[config.mk]
export PLATFORM = sky130hd
export DESIGN_NAME = stream_matmul_param_flat
export DESIGN_NICKNAME = d
export VERILOG_FILES = /design/src/rtl/stream_matmul_param_if.sv /design/src/rtl/stream_matmul_param.sv /design/src/flat_wrapper.sv
export SDC_FILE = /design/constraint.sdc
export NUM_CORES = 1
export LEC_CHECK = 0
export ABC_AREA = 1
export CELL_PAD_IN_SITES_DETAIL_PLACEMENT = 1
export CELL_PAD_IN_SITES_GLOBAL_PLACEMENT = 2
export CORE_ASPECT_RATIO = 0.5
export CORE_MARGIN = 3
export CORE_UTILIZATION = 35
export DETAILED_ROUTE_END_ITERATION = 8
export PLACE_DENSITY_LB_ADDON = 0.1
export SLEW_MARGIN = 20
export SYNTH_ARGS = -nofsm -noshare
export SYNTH_HDL_FRONTEND = slang
export SYNTH_SLANG_ARGS = --single-unit
[constraint.sdc]
create_clock -name Clk -period 14 [get_ports Clk]
set_input_delay 2.8 -clock Clk [delete_from_list [all_inputs] [get_ports Clk]]
set_output_delay 2.8 -clock Clk [all_outputs]
set_load 0.01 [all_outputs]
[src/rtl/stream_matmul_param_if.sv]
// stream_matmul_param_if: input word stream and result word stream of stream_matmul_param.
// The master modport is the stream fabric side; slave is the multiplier side.
interface stream_matmul_param_if #(
  parameter int DATA_W = 16,
  parameter int OUT_W  = 32
);
  logic signed [DATA_W-1:0] i_data;
  logic                     i_valid;
  logic                     i_ready;
  logic signed [OUT_W-1:0]  o_data;
  logic                     o_valid;
  logic                     o_ready;

  modport master (
    output i_data, i_valid, o_ready,
    input  i_ready, o_data, o_valid
  );

  modport slave (
    input  i_data, i_valid, o_ready,
    output i_ready, o_data, o_valid
  );
endinterface

[src/rtl/stream_matmul_param.sv]
// stream_matmul_param: streaming signed NxN matrix multiply C = A x B over valid/ready words.
// Define MATMUL_SAT_EN to clamp each result to OUT_W; otherwise results wrap to OUT_W bits.
module stream_matmul_param #(
  parameter int N      = 4,
  parameter int DATA_W = 16,
  parameter int OUT_W  = 32
) (
  input logic                  Clk,
  input logic                  rstn,
  stream_matmul_param_if.slave bus
);
  localparam int ACC_W = 2 * DATA_W + $clog2(N);
  localparam int IW    = $clog2(N);
  localparam logic [IW-1:0] LAST = IW'(N - 1);

`ifdef MATMUL_SAT_EN
  localparam logic signed [ACC_W-1:0] SAT_MAX = {{(ACC_W - OUT_W + 1){1'b0}}, {(OUT_W - 1){1'b1}}};
  localparam logic signed [ACC_W-1:0] SAT_MIN = {{(ACC_W - OUT_W + 1){1'b1}}, {(OUT_W - 1){1'b0}}};
`endif

  typedef enum logic [1:0] {
    LOAD_A,
    LOAD_B,
    COMPUTE,
    OUTPUT
  } state_t;

  state_t state;

  logic signed [DATA_W-1:0] a_mem [N][N];
  logic signed [DATA_W-1:0] b_mem [N][N];

  logic [IW-1:0] ld_row, ld_col;
  logic [IW-1:0] row, col, k;

  logic signed [ACC_W-1:0] acc;
  logic signed [ACC_W-1:0] prod;
  logic signed [ACC_W-1:0] acc_next;

  logic take;
  logic last_ld;
  logic last_el;

  function automatic logic signed [OUT_W-1:0] reduce(input logic signed [ACC_W-1:0] v);
`ifdef MATMUL_SAT_EN
    if (v > SAT_MAX) begin
      return SAT_MAX[OUT_W-1:0];
    end else if (v < SAT_MIN) begin
      return SAT_MIN[OUT_W-1:0];
    end else begin
      return v[OUT_W-1:0];
    end
`else
    return v[OUT_W-1:0];
`endif
  endfunction

  always_comb begin
    take    = bus.i_valid && bus.i_ready;
    last_ld = (ld_row == LAST) && (ld_col == LAST);
    last_el = (row == LAST) && (col == LAST);
    // Operands are widened first so the product is formed exactly at accumulator width.
    prod     = ACC_W'(a_mem[row][k]) * ACC_W'(b_mem[k][col]);
    acc_next = ((k == '0) ? '0 : acc) + prod;
  end

  // Operand storage carries no reset: a fresh frame always overwrites every entry before use.
  always_ff @(posedge Clk) begin
    if (take && state == LOAD_A) begin
      a_mem[ld_row][ld_col] <= bus.i_data;
    end
    if (take && state == LOAD_B) begin
      b_mem[ld_row][ld_col] <= bus.i_data;
    end
  end

  always_ff @(posedge Clk or negedge rstn) begin
    if (!rstn) begin
      state       <= LOAD_A;
      ld_row      <= '0;
      ld_col      <= '0;
      row         <= '0;
      col         <= '0;
      k           <= '0;
      acc         <= '0;
      bus.i_ready <= 1'b0;
      bus.o_valid <= 1'b0;
      bus.o_data  <= '0;
    end else begin
      case (state)
        LOAD_A, LOAD_B: begin
          bus.i_ready <= 1'b1;
          if (take) begin
            if (last_ld) begin
              ld_row <= '0;
              ld_col <= '0;
              if (state == LOAD_A) begin
                state <= LOAD_B;
              end else begin
                state       <= COMPUTE;
                bus.i_ready <= 1'b0;
                row         <= '0;
                col         <= '0;
                k           <= '0;
              end
            end else if (ld_col == LAST) begin
              ld_col <= '0;
              ld_row <= ld_row + IW'(1);
            end else begin
              ld_col <= ld_col + IW'(1);
            end
          end
        end

        COMPUTE: begin
          acc <= acc_next;
          if (k == LAST) begin
            k           <= '0;
            bus.o_data  <= reduce(acc_next);
            bus.o_valid <= 1'b1;
            state       <= OUTPUT;
          end else begin
            k <= k + IW'(1);
          end
        end

        OUTPUT: begin
          if (bus.o_valid && bus.o_ready) begin
            bus.o_valid <= 1'b0;
            if (last_el) begin
              row         <= '0;
              col         <= '0;
              state       <= LOAD_A;
              bus.i_ready <= 1'b1;
            end else begin
              state <= COMPUTE;
              if (col == LAST) begin
                col <= '0;
                row <= row + IW'(1);
              end else begin
                col <= col + IW'(1);
              end
            end
          end
        end

        default: state <= LOAD_A;
      endcase
    end
  end
endmodule
[src/flat_wrapper.sv]
// flat-port wrapper written by rule: the top's interface ports become plain ports
module stream_matmul_param_flat 
#(
  parameter int N      = 4,
  parameter int DATA_W = 16,
  parameter int OUT_W  = 32
)
  (Clk, rstn, bus_i_data, bus_i_valid, bus_o_ready, bus_i_ready, bus_o_data, bus_o_valid);
  stream_matmul_param_if #(.DATA_W(DATA_W), .OUT_W(OUT_W)) bus_i ();
  input logic Clk;
  input logic rstn;
  input wire logic [$bits(bus_i.i_data)-1:0] bus_i_data;
  input wire logic [$bits(bus_i.i_valid)-1:0] bus_i_valid;
  input wire logic [$bits(bus_i.o_ready)-1:0] bus_o_ready;
  output wire logic [$bits(bus_i.i_ready)-1:0] bus_i_ready;
  output wire logic [$bits(bus_i.o_data)-1:0] bus_o_data;
  output wire logic [$bits(bus_i.o_valid)-1:0] bus_o_valid;
  assign bus_i.i_data = bus_i_data;
  assign bus_i.i_valid = bus_i_valid;
  assign bus_i.o_ready = bus_o_ready;
  assign bus_i_ready = bus_i.i_ready;
  assign bus_o_data = bus_i.o_data;
  assign bus_o_valid = bus_i.o_valid;
  stream_matmul_param #(.N(N), .DATA_W(DATA_W), .OUT_W(OUT_W)) u_core (.Clk(Clk), .rstn(rstn), .bus(bus_i));
endmodule
==> impl_metrics.py, run 1 <==
metrics = {
    "setup_path": {
        "path_delay_family": "adder cells",
        "path_class": "flop to flop",
        "worstPathMaxFanout": 62,
        "crit_buf_inv": 7,
        "r2r_start": "u_core.k[0]",
        "cp.required_ns": 14.50,
        "path_common_cell": "nand2_1",
        "end_kind": "flop",
        "startpoint_type": "flop",
        "slowest_delay_ns": 0.75,
        "cp_slowest_cell": "dfrtp_4",
        "crit_start": "u_core.k[0]",
        "cp.arrival_ns": 11.18,
    },
    "layout": {
        "syn_to_final_growth_pct": 10.5,
        "nFillCells": 11149,
        "nNetsFinal": 3911,
        "diodes": 0,
        "drive_above_1_share_pct": 6.46,
    },
    "clock_network": {
        "cts_buffers": 56,
        "cts_max_path_buffers": 3,
        "clk_transition_reported_paths_ns": 0.06,
        "cts_htree_levels": 2,
        "clkSinkCount": 590,
        "cts_resized": 0,
        "clock_latency_ns": 0.66,
        "cts_setup_buffers": 0,
        "hold_buffers": 0,
        "cts-root-buf": "clkbuf_16",
        "cts_tree": "built",
    },
    "sta": {
        "timing.final.crit_period_ns": 10.68,
        "rsz0062_at_grt": "false",
        "finalCritPeriodShare_pct": 76.3,
        "slew_violations": 0,
        "skew_ns": 0.0187,
        "setup_tns_ns": 0,
        "hold_viol": 0,
        "worst_pin_slew_ns": 0.915,
        "fmax_mhz": 93.6,
        "finalSetupViolCount": 0,
        "slew_headroom_pct": 39.0,
    },
    "drt": {
        "drc": 0,
        "wl_mm": 110,
        "vias_per_cell": 5.07,
        "antenna_left": 0,
        "num_vias": 24774,
        "dr.pass1.iters": 5,
        "drt_iter0_drc": 1468,
        "wire_per_inst_um": 22.4,
    },
    "floorplan": {
        "start_util_pct": 35.6,
        "pin_count": 54,
        "die_w_um": 459,
        "fp.dieH_um": 233,
        "core_sq_um": 101000,
        "die-area_sq_um": 107000,
        "fp-row-count": 82,
    },
    "global_routing": {
        "grt_pass1_vias": 26391,
        "grt.total_usage_pct": 20.7,
        "grt_overflow": 0,
        "antenna_found_initial": 1,
        "grt_max_degree": 135,
        "grt_pass1_wl_mm": 167,
    },
    "min_path": {
        "min_path_type": "flop to flop",
        "min_from": "u_core.bus.o_data[16]",
    },
    "synthesis": {
        "ys_types": 45,
        "synth_area_leaders": "edfxtp_1 (43%), fa_1 (15%), nand2_1 (6.1%), inv_1 (5.7%), dfrtp_1 (5.4%)",
        "synth_edf_count": 512,
        "async_flop_share_pct": 13.2,
        "synth_area_per_cell_sq_um": 10.4,
        "synth-main-ff-cell": "edfxtp_1",
        "syn_area_sq_um": 35900,
        "syn-num-nets": 3882,
        "yosysMostFrequentCell": "nand2_1",
        "synth_top_area_cell": "edfxtp_1",
        "ys_ff_latch": 590,
        "synth_top_area_share_pct": 42.8,
        "yosys-top-cells-count": "nand2_1 (585), inv_1 (546), edfxtp_1 (512)",
        "ys_warn_count": 0,
        "ys_seq_area_share_pct": 48.2,
        "synth_cells": 3467,
    },
    "outcome": {
        "status": "finished clean",
    },
    "placement": {
        "port_buffers": 53,
        "place_congestion": 0.920,
        "hpwl_mm": 74.0,
    },
    "job": {
        "cap_violations": 0,
    },
}
## worst reg2reg max path, delay by kind of cell (launching register included)
kind                     cells  cell delay [ns]
AND/OR/NAND/NOR             14             3.33
flip-flops                   1             0.75
buffers and inverters        7             1.53
AO/OA/AOI/OAI                5             0.96
adder cells (fa/ha/maj)      8             3.82
XOR/XNOR                     1             0.17
## final timing paths
path | end | slack, ns | depth (start not counted)
worst max-delay path | u_core.acc[27] | 3.32 | 35
worst min-delay path | u_core.bus.o_data[16] | 0.48 | 2
worst max register to register | u_core.acc[27] | 3.32 | 35
worst min register to register | u_core.bus.o_data[16] | 0.48 | 2
max in group asynchronous | u_core.row[0] | 10.97 | 2
min in group asynchronous | u_core.acc[26] | 1.99 | 1
## kinds of logic (layout without fill, tap and decap cells)
logic type	Yosys count	after routing	share of synthesized area, %
flops	590	590	48.2
mux	46	46	1.28
simple gates	1148	1148	12.9
compound gates	535	535	9.23
xor+xnor	39	39	0.951
fa+ha+maj	395	395	19.3
buf+inv	714	790	8.17
## cell usage in the layout (no fill, tap or decap), types with 5 or more instances in the layout
| master | instances |
|---|---|
| nand2_1 | 584 |
| inv_1 | 546 |
| edfxtp_1 | 512 |
| nor2_1 | 359 |
| fa_1 | 263 |
| o21ai_0 | 261 |
| ha_1 | 131 |
| nand3_1 | 120 |
| o221ai_1 | 95 |
| dfrtp_1 | 74 |
| a21oi_1 | 68 |
| buf_4 | 65 |
| clkbuf_16 | 57 |
| clkdlybuf4s50_1 | 51 |
| mux2i_1 | 46 |
| o211ai_1 | 31 |
| nand2_2 | 24 |
| xnor2_1 | 22 |
| o32ai_1 | 18 |
| xor2_1 | 17 |
| inv_2 | 16 |
| o22ai_1 | 16 |
| nor2_2 | 16 |
| clkinv_1 | 15 |
| nand4_1 | 13 |
| nor3_1 | 12 |
| o21ai_1 | 10 |
| clkinv_2 | 9 |
| clkbuf_1 | 9 |
| o21bai_1 | 8 |
| or2_2 | 7 |
| o211ai_2 | 6 |
| a21o_1 | 6 |
| clkinvlp_4 | 6 |
| o21a_1 | 5 |
| nand3b_1 | 5 |
## sequential cells by signal (all words and copies together) (netlist names)
signal              count
u_core.acc             32
u_core.state            2
u_core.a_mem          256
u_core.bus.o_valid      1
u_core.col              2
u_core.ld_col           2
u_core.bus.o_data      32
u_core.k                2
u_core.ld_row           2
u_core.bus.i_ready      1
u_core.b_mem          256
u_core.row              2
## metal layers
metal | global-route usage [%] | vias up | part of all wire (%)
met5 | 0 | - | 0
met4 | 4.26 | 0 | 1.8
met3 | 2.79 | 124 | 3.8
met2 | 33.3 | 365 | 45
met1 | 30.0 | 12758 | 49
li1 | - | 11527 | -
## cell type report
type                       instances  area, sq um  share of cell area [%]
timing repair buffer             119         1030                    2.61
inverter                         566         2130                    5.36
clock inverter                    39          338                   0.851
multi-input combinational       2163        15700                    39.6
sequential                       590        17300                    43.7
clock buffer                      66         1460                    3.68
tap                             1344         1680                    4.24
## metrics by stage
step | util, % | hold slack [ns] | area [sq um] | worst slack, ns | instances
after floorplan | - | 0.449 | 35900 | 6.67 | 3467
after CTS | 39.3 | 0.483 | 39700 | 3.18 | 4887
after global placement | 37.5 | 0.463 | 37900 | 3.27 | 4782
after detailed placement | 37.5 | 0.466 | 37900 | 3.25 | 4782
after global routing | 39.3 | 0.510 | 39700 | 2.64 | 4887
final | 39.3 | 0.477 | 39700 | 3.32 | 4887
Power of run 1 is not shown: default switching activity piles up to over one toggle a cycle in this logic, so the estimate is an artifact.
==> inputs of run 2 (changes only) <==
==> constraint.sdc (replaced) <==
create_clock -name Clk -period 9.35 [get_ports Clk]
set_input_delay 1.87 -clock Clk [delete_from_list [all_inputs] [get_ports Clk]]
set_output_delay 1.87 -clock Clk [all_outputs]
set_load 0.01 [all_outputs]
==> run 2 against run 1 <==
Against the previous run: fmax grew 21%; global-route usage shrank 0.16 points; core utilization grew 0.63 points; hold slack is essentially flat; non-clock buffer count grew 59; die area is the same; first-iteration DRC count grew 13%; via count grew 0.88%.
==> impl_metrics.py, run 2 (synthesis results as in run 1) <==
metrics = {
    "outcome": {
        "status": "finished clean",
    },
    "floorplan": {
        "die-area_sq_um": 107000,
        "pin_count": 54,
        "core_sq_um": 101000,
        "fp-row-count": 82,
        "die_w_um": 459,
        "fp.dieH_um": 233,
        "start_util_pct": 35.6,
    },
    "setup_path": {
        "worstReg2RegEnd": "u_core.bus.o_data[30]",
        "cp.required_ns": 9.87,
        "slowest_delay_ns": 0.60,
        "reg2reg_slack_ns": 0.56,
        "end_kind": "flop",
        "cp_slowest_cell": "dfrtp_4",
        "worstPathMaxFanout": 27,
        "cp.arrival_ns": 9.31,
        "r2r_cells": 37,
        "r2r_start": "u_core.row[0]",
        "startpoint_type": "flop",
        "path_class": "flop to flop",
    },
    "clock_network": {
        "hold_buffers": 0,
        "cts_max_path_buffers": 3,
        "cts-root-buf": "clkbuf_16",
        "cts_buffers": 56,
        "clkSinkCount": 590,
        "cts_tree": "built",
        "cts_htree_levels": 2,
        "clk_transition_reported_paths_ns": 0.06,
        "clock_latency_ns": 0.66,
    },
    "min_path": {
        "holdPathStages": 2,
        "min_path_type": "flop to flop",
        "min_from": "u_core.bus.o_data[0]",
        "min_to": "u_core.bus.o_data[0]",
    },
    "layout": {
        "nNetsFinal": 3970,
        "layout_commonest_cell": "nand2_1",
        "drive_above_1_share_pct": 8.17,
        "ff_latch_area_sq_um": 17300,
        "multiInputGateArea_sq_um": 15800,
        "layout_common_cells": "nand2_1 (583), inv_1 (546), edfxtp_1 (512), nor2_1 (358), fa_1 (263)",
        "syn_to_final_growth_pct": 12.3,
        "nFillCells": 11113,
        "top_regs": "u_core.a_mem: 256 flops, u_core.b_mem: 256 flops",
        "diodes": 0,
        "final_cell_area_sq_um": 40300,
    },
    "placement": {
        "placed_cell_area_sq_um": 38400,
        "port_buffers": 53,
        "hpwl_mm": 76.9,
        "pre_cts_slack_ns": 0.249,
        "place_congestion": 0.856,
    },
    "drt": {
        "vias_per_cell": 5.06,
        "drc": 0,
        "wl_mm": 109,
        "wire_per_inst_um": 22.1,
        "antenna_left": 0,
        "dr.pass1.iters": 5,
        "drt_iter0_drc": 1664,
        "num_vias": 24991,
    },
    "sta": {
        "finalCritPeriodShare_pct": 94.1,
        "slew_headroom_pct": 36.3,
        "timing.final.crit_period_ns": 8.79,
        "finalSetupViolCount": 0,
        "skew_ns": 0.0362,
        "worst_pin_slew_ns": 0.956,
        "setup_tns_ns": 0,
        "rsz0062_at_grt": "false",
        "hold_viol": 0,
        "fmax_mhz": 114,
        "slew_violations": 0,
        "fin_ws_ns": 0.556,
    },
    "global_routing": {
        "grt_pass1_vias": 26355,
        "antenna_found_initial": 2,
        "grt.total_usage_pct": 20.5,
        "grt_pass1_wl_mm": 167,
        "grt_overflow": 0,
        "grt_max_degree": 82,
    },
    "job": {
        "cap_violations": 0,
    },
}
==> run 2: per-layer routing <==
layer | vias up | GRT usage (%) | routed length (um)
li1 | 11650 | - | -
met2 | 347 | 33.8 | 50000
met4 | 0 | 4.14 | 2100
met1 | 12883 | 29.4 | 53700
met5 | - | 0 | 0
met3 | 111 | 2.33 | 3570
==> run 2: worst max-delay path by stage <==
stage | start | end | cells past startpoint
after floorplan | u_core.k[0] | u_core.acc[20] | 38
after global placement | u_core.k[0] | u_core.bus.o_data[30] | 36
after detailed placement | u_core.k[0] | u_core.acc[27] | 36
after CTS | u_core.k[0] | u_core.bus.o_data[30] | 36
after global routing | u_core.row[1] | u_core.bus.o_data[30] | 33
final | u_core.row[0] | u_core.bus.o_data[30] | 37
==> run 2: metrics by stage <==
step                      util [%]  hold WS (ns)  cells
final                         39.9         0.477   4943
after global routing          39.9         0.511   4943
after CTS                     39.9         0.484   4940
after detailed placement      38.0         0.466   4838
after global placement        38.0         0.464   4838
after floorplan                  -         0.449   3467
==> run 2: what timing repair did <==
action | in CTS | in global routing
resized for setup | 0 | 15
endpoints found under the setup margin | 0 | 20
setup buffers | 0 | 3
==> run 2: final cells by class <==
| cell class | instances | area share [%] |
|---|---|---|
| Tap cell | 1344 | 4.17 |
| Clock inverter | 37 | 0.934 |
| Sequential cell | 590 | 43.0 |
| Multi-Input combinational cell | 2163 | 39.1 |
| Inverter | 566 | 5.29 |
| Timing Repair Buffer | 178 | 3.94 |
| Clock buffer | 65 | 3.61 |
==> run 2: worst max-delay path, delay by kind of cell, from the launching register on <==
family	cells	cell delay, ns
xor gates and xnor gates	1	0.18
muxes	1	0.23
buffers and inverters	8	1.06
and+or+nand+nor	9	1.04
adders and majority gates	8	3.63
DFF	1	0.60
AOI/OAI and AO/OA	10	1.89
Power of run 2 is left out for the same reason.
